===== src/rtl/gact_seq_pkg.sv =====
// Shared constants and state type for the GACT sequence loader.
package gact_seq_pkg;
    localparam int NT_W           = 4;
    localparam int CHARS_PER_WORD = 4;

    localparam logic [NT_W-1:0] NT_N = 4'd0;
    localparam logic [NT_W-1:0] NT_A = 4'd1;
    localparam logic [NT_W-1:0] NT_C = 4'd2;
    localparam logic [NT_W-1:0] NT_G = 4'd3;
    localparam logic [NT_W-1:0] NT_T = 4'd4;

    typedef enum logic [1:0] {
        IDLE = 2'd0,
        LOAD = 2'd1,
        FIN  = 2'd2
    } state_e;
endpackage


===== src/rtl/gact_seq_loader_ascii2nt.sv =====
// One ASCII-to-nucleotide conversion lane; purely combinational.
module gact_seq_loader_ascii2nt
    import gact_seq_pkg::*;
(
    input  logic [7:0]      ch_i,
    input  logic            comp_i,
    output logic [NT_W-1:0] nt_o
);

    // Case-insensitive decode, then optional A<->T / C<->G swap
    always_comb begin
        nt_o = NT_N;
        unique case (ch_i)
            8'h41, 8'h61: nt_o = comp_i ? NT_T : NT_A;
            8'h43, 8'h63: nt_o = comp_i ? NT_G : NT_C;
            8'h47, 8'h67: nt_o = comp_i ? NT_C : NT_G;
            8'h54, 8'h74: nt_o = comp_i ? NT_A : NT_T;
            default:      nt_o = NT_N;
        endcase
    end

endmodule


===== src/rtl/gact_seq_loader.sv =====
// Sequence-load controller: packs ASCII base words into 16-bit nt words
// and writes them to the sequence buffer, forward or reverse-ordered.
module gact_seq_loader
    import gact_seq_pkg::*;
#(
    parameter int ADDR_W = 12,
    parameter int LEN_W  = 16
) (
    input  logic              clk,
    input  logic              rst,
    input  logic              start,
    input  logic [LEN_W-1:0]  start_len,
    input  logic [ADDR_W-1:0] start_base_addr,
    input  logic              start_complement,
    input  logic              start_reverse,
    input  logic              in_valid,
    input  logic [31:0]       in_data,
    output logic              in_ready,
    output logic              wr_en,
    output logic [ADDR_W-1:0] wr_addr,
    output logic [15:0]       wr_data,
    output logic              busy,
    output logic              done,
    output logic [LEN_W-1:0]  n_count
);

    state_e            state_q, state_d;
    logic [LEN_W-1:0]  len_q, len_d;
    logic [LEN_W-1:0]  nwords_q, nwords_d;
    logic [LEN_W-1:0]  idx_q, idx_d;
    logic [ADDR_W-1:0] base_q, base_d;
    logic              comp_q, comp_d;
    logic              rev_q, rev_d;
    logic              in_ready_q, in_ready_d;
    logic              wr_en_q, wr_en_d;
    logic [ADDR_W-1:0] wr_addr_q, wr_addr_d;
    logic [15:0]       wr_data_q, wr_data_d;
    logic              done_q, done_d;
    logic [LEN_W-1:0]  ncnt_q, ncnt_d;

    logic [CHARS_PER_WORD-1:0][NT_W-1:0] lane_nt;
    logic [CHARS_PER_WORD-1:0][NT_W-1:0] lane_msk;
    logic [CHARS_PER_WORD-1:0]           lane_vld;
    logic [15:0]                         packed_nt;
    logic [2:0]                          n_in_word;
    logic                                last_word;
    logic                                accept;
    logic [LEN_W:0]                      len_plus3;
    logic [LEN_W-1:0]                    word_off;

    // Four conversion lanes, one per byte of the input word
    for (genvar k = 0; k < CHARS_PER_WORD; k++) begin : g_lane
        gact_seq_loader_ascii2nt u_lane (
            .ch_i   (in_data[8*k +: 8]),
            .comp_i (comp_q),
            .nt_o   (lane_nt[k])
        );
    end

    assign accept    = in_valid && in_ready_q;
    assign last_word = (idx_q == nwords_q - LEN_W'(1));
    assign len_plus3 = {1'b0, start_len} + (LEN_W+1)'(3);
    assign word_off  = rev_q ? (nwords_q - LEN_W'(1) - idx_q) : idx_q;

    // Padding mask, N count and in-word lane reversal for the current word
    always_comb begin
        n_in_word = 3'd0;
        packed_nt = 16'd0;
        lane_vld  = '0;
        lane_msk  = '0;
        for (int k = 0; k < CHARS_PER_WORD; k++) begin
            // Only the final word can hold chars past the command length
            lane_vld[k] = !last_word || (len_q[1:0] == 2'd0) || (2'(k) < len_q[1:0]);
            lane_msk[k] = lane_vld[k] ? lane_nt[k] : NT_N;
            if (lane_vld[k] && (lane_nt[k] == NT_N))
                n_in_word = n_in_word + 3'd1;
        end
        for (int k = 0; k < CHARS_PER_WORD; k++) begin
            packed_nt[NT_W*k +: NT_W] = rev_q ? lane_msk[CHARS_PER_WORD-1-k] : lane_msk[k];
        end
    end

    // Command FSM next-state and registered-output next values
    always_comb begin
        state_d    = state_q;
        len_d      = len_q;
        nwords_d   = nwords_q;
        idx_d      = idx_q;
        base_d     = base_q;
        comp_d     = comp_q;
        rev_d      = rev_q;
        in_ready_d = in_ready_q;
        wr_en_d    = 1'b0;
        wr_addr_d  = wr_addr_q;
        wr_data_d  = wr_data_q;
        done_d     = 1'b0;
        ncnt_d     = ncnt_q;
        unique case (state_q)
            IDLE: begin
                if (start) begin
                    len_d    = start_len;
                    nwords_d = len_plus3[LEN_W:2];
                    base_d   = start_base_addr;
                    comp_d   = start_complement;
                    rev_d    = start_reverse;
                    idx_d    = '0;
                    ncnt_d   = '0;
                    if (start_len == '0) begin
                        state_d = FIN;
                    end else begin
                        state_d    = LOAD;
                        in_ready_d = 1'b1;
                    end
                end
            end
            LOAD: begin
                if (accept) begin
                    wr_en_d   = 1'b1;
                    wr_addr_d = base_q + ADDR_W'(word_off);
                    wr_data_d = packed_nt;
                    ncnt_d    = ncnt_q + LEN_W'(n_in_word);
                    idx_d     = idx_q + LEN_W'(1);
                    if (last_word) begin
                        in_ready_d = 1'b0;
                        state_d    = FIN;
                    end
                end
            end
            FIN: begin
                // First FIN cycle carries the last write; done follows, then IDLE
                if (!done_q) done_d  = 1'b1;
                else         state_d = IDLE;
            end
            default: state_d = IDLE;
        endcase
    end

    // State and output registers with synchronous reset
    always_ff @(posedge clk) begin
        if (rst) begin
            state_q    <= IDLE;
            len_q      <= '0;
            nwords_q   <= '0;
            idx_q      <= '0;
            base_q     <= '0;
            comp_q     <= 1'b0;
            rev_q      <= 1'b0;
            in_ready_q <= 1'b0;
            wr_en_q    <= 1'b0;
            wr_addr_q  <= '0;
            wr_data_q  <= '0;
            done_q     <= 1'b0;
            ncnt_q     <= '0;
        end else begin
            state_q    <= state_d;
            len_q      <= len_d;
            nwords_q   <= nwords_d;
            idx_q      <= idx_d;
            base_q     <= base_d;
            comp_q     <= comp_d;
            rev_q      <= rev_d;
            in_ready_q <= in_ready_d;
            wr_en_q    <= wr_en_d;
            wr_addr_q  <= wr_addr_d;
            wr_data_q  <= wr_data_d;
            done_q     <= done_d;
            ncnt_q     <= ncnt_d;
        end
    end

    assign in_ready = in_ready_q;
    assign wr_en    = wr_en_q;
    assign wr_addr  = wr_addr_q;
    assign wr_data  = wr_data_q;
    assign busy     = (state_q != IDLE);
    assign done     = done_q;
    assign n_count  = ncnt_q;

endmodule

===== config.mk =====
export PLATFORM = sky130hd
export DESIGN_NAME = gact_seq_loader
export DESIGN_NICKNAME = d
export VERILOG_FILES = /design/src/rtl/gact_seq_pkg.sv /design/src/rtl/gact_seq_loader_ascii2nt.sv /design/src/rtl/gact_seq_loader.sv
export SDC_FILE = /design/constraint.sdc
export NUM_CORES = 1
export LEC_CHECK = 0
export ABC_AREA = 1
export CAP_MARGIN = 40
export CORE_ASPECT_RATIO = 0.9
export CORE_MARGIN = 2
export CORE_UTILIZATION = 48
export CTS_CLUSTER_DIAMETER = 80
export DETAILED_ROUTE_END_ITERATION = 12
export PLACE_DENSITY = 0.85
export SLEW_MARGIN = 20
export SYNTH_ARGS = -nofsm -noshare
export SYNTH_HDL_FRONTEND = slang
export SYNTH_SLANG_ARGS = --single-unit
export TNS_END_PERCENT = 1

===== constraint.sdc =====
create_clock -name clk -period 5.1 [get_ports clk]
set_input_delay 1.02 -clock clk [delete_from_list [all_inputs] [get_ports clk]]
set_output_delay 1.02 -clock clk [all_outputs]
set_load 0.005 [all_outputs]

==> metrics.yaml, run 1 <==
status: "finished clean"
async_flop_share_pct: 0
clockPowerShare_pct: 31.8
wl_um: 16500
synth_top_area_share_pct: 29.4
ff2ff_setup_slack_ps: 300
crit_fanout: 3
layout_commonest_cell: "nand2_1"
ctsHoldBuffers: 0
start_util_pct: 49.3
yosys_warnings: 0
min_period_ps: 4800
start_kind: "flop"
clk_pin_slew_worst_paths_ps: 70
p_comb_share_pct: 32.8
crit_top_cell: "nand2_1"
netlist_area_sq_mm: 0.00626
clockBufferDepth: 2
nets: 1149
wire_per_inst_um: 13.6
root_buffer: "clkbuf_16"
area_growth_pct: 28.3
ys.flop_type: "dfxtp_1"
syn-mean-instance-area_sq_um: 6.78
max_freq_mhz: 208
synth-seq-cells: 92
cpPeakStageDelay_ps: 380
postPlaceCellArea_sq_mm: 0.00760
hold_viol: 0
internal-power_mw: 1.46
synth_area_leader_cell: "dfxtp_1"
fillers: 1113
synth_area_leaders: "dfxtp_1 29%, nand2_1 11%, inv_1 7.7%, ha_1 6.0%, nor2_1 5.8%"
n_antenna_cell: 0
fp.dieH_um: 112
h-tree-depth: 3
slew_headroom_pct: 49.3
path_class: "flop to flop"
firstDrtPassIters: 5
seqPwrFrac_pct: 35.4
r2r_start: "nwords_q[0]$_SDFFE_PP0P_"
drc_errors: 0
crit_slowest_cell: "fa_2"
peakVddDrop_uv: 205
grt_max_degree: 33
drv_slew: 0
rows: 39
finalSetupViolations: 0
min_from: "wr_data[8]$_SDFFE_PP0P_"
cp.required_ps: 5350
final_cell_mix: "184 x nand2_1, 125 x inv_1, 105 x clkdlybuf4s50_1, 92 x nor2_1, 92 x dfxtp_1"
postRouteAntennaNets: 0
insertion_delay_ps: 360
antenna_found_initial: 0
die_w_um: 124
cts_buffers: 9
drt-initial-drc-count: 537
dp_cells: 1196
grt_usage_pct: 23.7
tritoncts: "yes"
p_switching_mw: 0.739
timing.critical_path.from: "nwords_q[0]$_SDFFE_PP0P_"
num_vias: 6400
sw_frac_of_total_pct: 33.6
grt_overflow: 0
min_path_type: "flop to flop"
timing.final.crit_share_pct: 94.1
final_area_sq_mm: 0.00803
io_buffers: 105
syn_inst: 923
drv_cap: 0
seq_area_frac_synth_pct: 29.4
grt_pass1_vias: 5781
gp_congestion: 0.905
clock_skew_ps: 12.2
end_kind: "flop"
clock_sink_count: 92
stdcell_count: 1219
worst_pin_slew_ps: 760
powerDensity_mw_per_mm2: 274
num_io_pins: 114
synth-edff-count: 0
holdWs_ps: 465
cp_data_arrival_time_ps: 5050
ys_types: 54
grt_pass1_wl_um: 27300
drive_above_1_share_pct: 10.7
viasPerCell: 5.25
dp_hpwl_um: 12200
power_leakage_nw: 3.55
fp.coreArea_sq_mm: 0.0127
die_area_sq_mm: 0.0140
==> area by class of cell <==
| class | count | area, sq um | share of cell area, % |
|---|---|---|---|
| clock buffers | 10 | 239 | 2.98 |
| clock inverters | 6 | 68.8 | 0.857 |
| inverters | 135 | 508 | 6.33 |
| multi-input cells | 674 | 3860 | 48.1 |
| flip-flops and latches | 92 | 1840 | 22.9 |
| well taps | 164 | 205 | 2.56 |
| repair buffers | 138 | 1300 | 16.2 |
==> layer usage <==
metal	track usage [%]	vias up	part of all wire (%)
met1	31.3	2890	46
li1	-	3302	-
met2	40.4	192	47
met4	4.87	0	1.2
met3	4.62	16	5.7
met5	0	-	0
==> registers in the layout, indices dropped and copies added, names as in the netlist, 2 cells and up <==
name,cells
nwords_q,15
n_count,16
base_q,12
idx_q,16
wr_data,12
len_q,2
state_q,2
wr_addr,12
==> metrics by stage <==
step | utilization [%] | power [mW] | setup TNS [ps] | setup slack (ps)
2_1_floorplan | - | 1.25 | 0 | 105
3_3_place_gp | 59.9 | 1.45 | 0 | 45.7
3_5_place_dp | 59.9 | 1.47 | -371 | -144
4_1_cts | 62.6 | 2.17 | 0 | 27.6
5_1_grt | 63.3 | 2.32 | -5.66 | -5.66
6_report | 63.3 | 2.20 | 0 | 302
==> power groups by stage <==
| stage | clock (mW) | sequential [mW] | combinational [mW] |
|---|---|---|---|
| 2_1_floorplan | 0 | 0.785 | 0.468 |
| 3_3_place_gp | 0 | 0.792 | 0.658 |
| 3_5_place_dp | 0 | 0.793 | 0.677 |
| 4_1_cts | 0.703 | 0.777 | 0.689 |
| 5_1_grt | 0.737 | 0.783 | 0.804 |
| 6_report | 0.698 | 0.779 | 0.720 |
==> logic make-up (layout without fill, tap and decap cells) <==
logic type / Yosys count / count (layout) / synth area share, %
AND/OR/NAND/NOR: 443 / 443 / 34.3
AO/OA/AOI/OAI: 168 / 168 / 15.6
buffers and inverters: 160 / 289 / 10.0
flip-flops: 92 / 92 / 29.4
adder cells (fa/ha/maj): 33 / 33 / 6.96
XOR/XNOR: 26 / 26 / 3.64
other: 1 / 4 / 0.0599
==> synth_stat cells, types with 5 or more instances <==
cell      count
clkbuf_1     18
ha_1         30
nand2_2       6
xnor2_1       8
nand2_1     186
a21oi_1      66
nand3_1      57
inv_1       128
nor2_2        7
nand4_1      10
nand3b_1      9
nand3_2       6
nor4_1        9
o21ai_0      50
a22o_1       11
a31oi_1       7
nor3_1       26
dfxtp_1      92
nor2_4        6
nor3_2        5
xor2_1       18
nor2_1       96
==> critical path, delay by kind of cell (launching register included) <==
| family | cells | cell delay [ps] |
|---|---|---|
| AO/OA/AOI/OAI | 4 | 400 |
| XOR/XNOR | 1 | 160 |
| adder cells (fa/ha/maj) | 4 | 1200 |
| buffers and inverters | 8 | 510 |
| flip-flops | 1 | 330 |
| AND/OR/NAND/NOR | 18 | 2110 |
==> worst paths after layout <==
kind                               to  depth (start not counted)
min           wr_data[8]$_SDFFE_PP0P_                          2
max reg2reg  n_count[12]$_SDFFE_PP0P_                         35
max          n_count[12]$_SDFFE_PP0P_                         35
min reg2reg   wr_data[8]$_SDFFE_PP0P_                          2
==> repair_timing <==
item | in CTS | in global routing
pin swaps | 3 | 9
resized for setup | 6 | 11
setup buffers | 0 | 6
cloned | 0 | 0
endpoints found under the setup margin | 4 | 8
No activity file was read; power rests on OpenSTA's default activity.
==> run 2: changes to the inputs <==
PLACE_DENSITY = not set   (was 0.85)
PLACE_DENSITY_LB_ADDON = 0.3   (was not set)
REMOVE_ABC_BUFFERS = 1   (was not set)
==> metrics.yaml, run 2 (synthesis results as in run 1) <==
p_total_mw: 2.15
die_area_sq_mm: 0.0140
path_class: "flop to flop"
peakVddDrop_uv: 160
grt_pass1_vias: 5666
grt_max_degree: 31
fp.coreArea_sq_mm: 0.0127
dp_slack_ps: -79.4
cp_num_buf_inv: 9
clockBufferDepth: 2
antenna_found_initial: 0
cp_data_arrival_time_ps: 4990
drv_slew: 0
viasPerCell: 5.16
min_path_type: "flop to flop"
max_freq_mhz: 211
grt_usage_pct: 22.3
wire_per_inst_um: 12.8
gp_congestion: 0.852
drv_cap: 0
final_cell_mix: "183 x nand2_1, 125 x inv_1, 105 x clkdlybuf4s50_1, 91 x nor2_1, 91 x dfxtp_1"
root_buffer: "clkbuf_16"
rows: 39
min_period_ps: 4750
slew_headroom_pct: 46.6
timing.final.ws_setup_ps: 352
final_util_pct: 63.0
firstDrtPassIters: 7
final_area_sq_mm: 0.00800
grt_pass1_wl_um: 26000
clock_skew_ps: 8.00
cp.required_ps: 5340
grtUsageMet2_pct: 35.7
n_antenna_cell: 0
status: "finished clean"
area_growth_pct: 27.8
ctsHoldBuffers: 0
drt-initial-drc-count: 361
timing.final.crit_share_pct: 93.1
crit_fanout: 4
start_util_pct: 49.3
crit_slowest_cell: "dfxtp_2"
tritoncts: "yes"
nets: 1141
worst_pin_slew_ps: 800
hold_viol: 0
start_kind: "flop"
drc_errors: 0
num_vias: 6252
cpPeakStageDelay_ps: 350
postRouteAntennaNets: 0
met1_usage_pct: 31.0
layout_commonest_cell: "nand2_1"
powerDensity_mw_per_mm2: 269
finalSetupViolations: 0
fp.dieH_um: 112
insertion_delay_ps: 340
top_usage_layer: "met2"
drive_above_1_share_pct: 10.0
wl_um: 15500
end_kind: "flop"
dp_hpwl_um: 11600
postPlaceCellArea_sq_mm: 0.00757
clock_sink_count: 92
final.setup.tns_ps: 0
num_io_pins: 114
crit_family: "simple AND/OR/NAND/NOR gates"
io_buffers: 105
die_w_um: 124
grt_use_met3_pct: 4.24
fillers: 1138
h-tree-depth: 3
grt_overflow: 0
clk_pin_slew_worst_paths_ps: 60
cts_buffers: 9
power_leakage_nw: 3.52
## run 2: cell count changes in the layout (fill, tap and decap cells not counted), sizes merged
cell      delta
clkbuf       +2
clkinvlp     -1
buf          -8
inv          -4
clkinv       +3
## run 2: layout make-up
cell class	count	area (sq um)	share of cell area, %
clock buffer	12	246	3.08
clock inverter	4	48.8	0.610
inverter	135	508	6.35
timing repair buffer	130	1250	15.7
multi-input combinational	674	3890	48.7
sequential	92	1840	23.0
tap	164	205	2.57
## run 2: worst register-to-register path: cells and delay by family (launching register included)
family,cells,cell delay [ps]
flip-flops,1,350
XOR/XNOR,1,140
buffers and inverters,9,650
adder cells (fa/ha/maj),4,1210
AND/OR/NAND/NOR,17,1960
AO/OA/AOI/OAI,4,350
## run 2: report_power, final
group	switching, mW	internal [mW]
Clock	0.277	0.393
Combinational	0.396	0.306
Sequential	0.0307	0.749
## run 2: timing repair
action / CTS / global route
gates resized for setup: 3 / 20
pin swaps: 0 / 11
buffers inserted: 0 / 5
endpoints found under the setup margin: 4 / 8
## run 2: per-stage QoR
stage | hold WS, ps | std cells
CTS | 466 | 1206
detailed placement | 457 | 1190
finish | 463 | 1211
floorplan | 445 | 901
global route | 480 | 1211
global placement | 453 | 1188
## run 2: metal layers
metal,up-vias,wire (um)
li1,3283,-
met1,2781,7550
met2,168,6820
met3,20,900
met4,0,206
met5,-,0
## run 2: worst paths after layout
path                                    to  cells after the start                      from  slack [ps]
hold / removal     wr_data[5]$_SDFFE_PP0P_                      2   wr_data[5]$_SDFFE_PP0P_         460
hold reg to reg    wr_data[5]$_SDFFE_PP0P_                      2   wr_data[5]$_SDFFE_PP0P_         460
setup reg to reg  n_count[12]$_SDFFE_PP0P_                     35  nwords_q[0]$_SDFFE_PP0P_         350
setup / recovery  n_count[12]$_SDFFE_PP0P_                     35  nwords_q[0]$_SDFFE_PP0P_         350
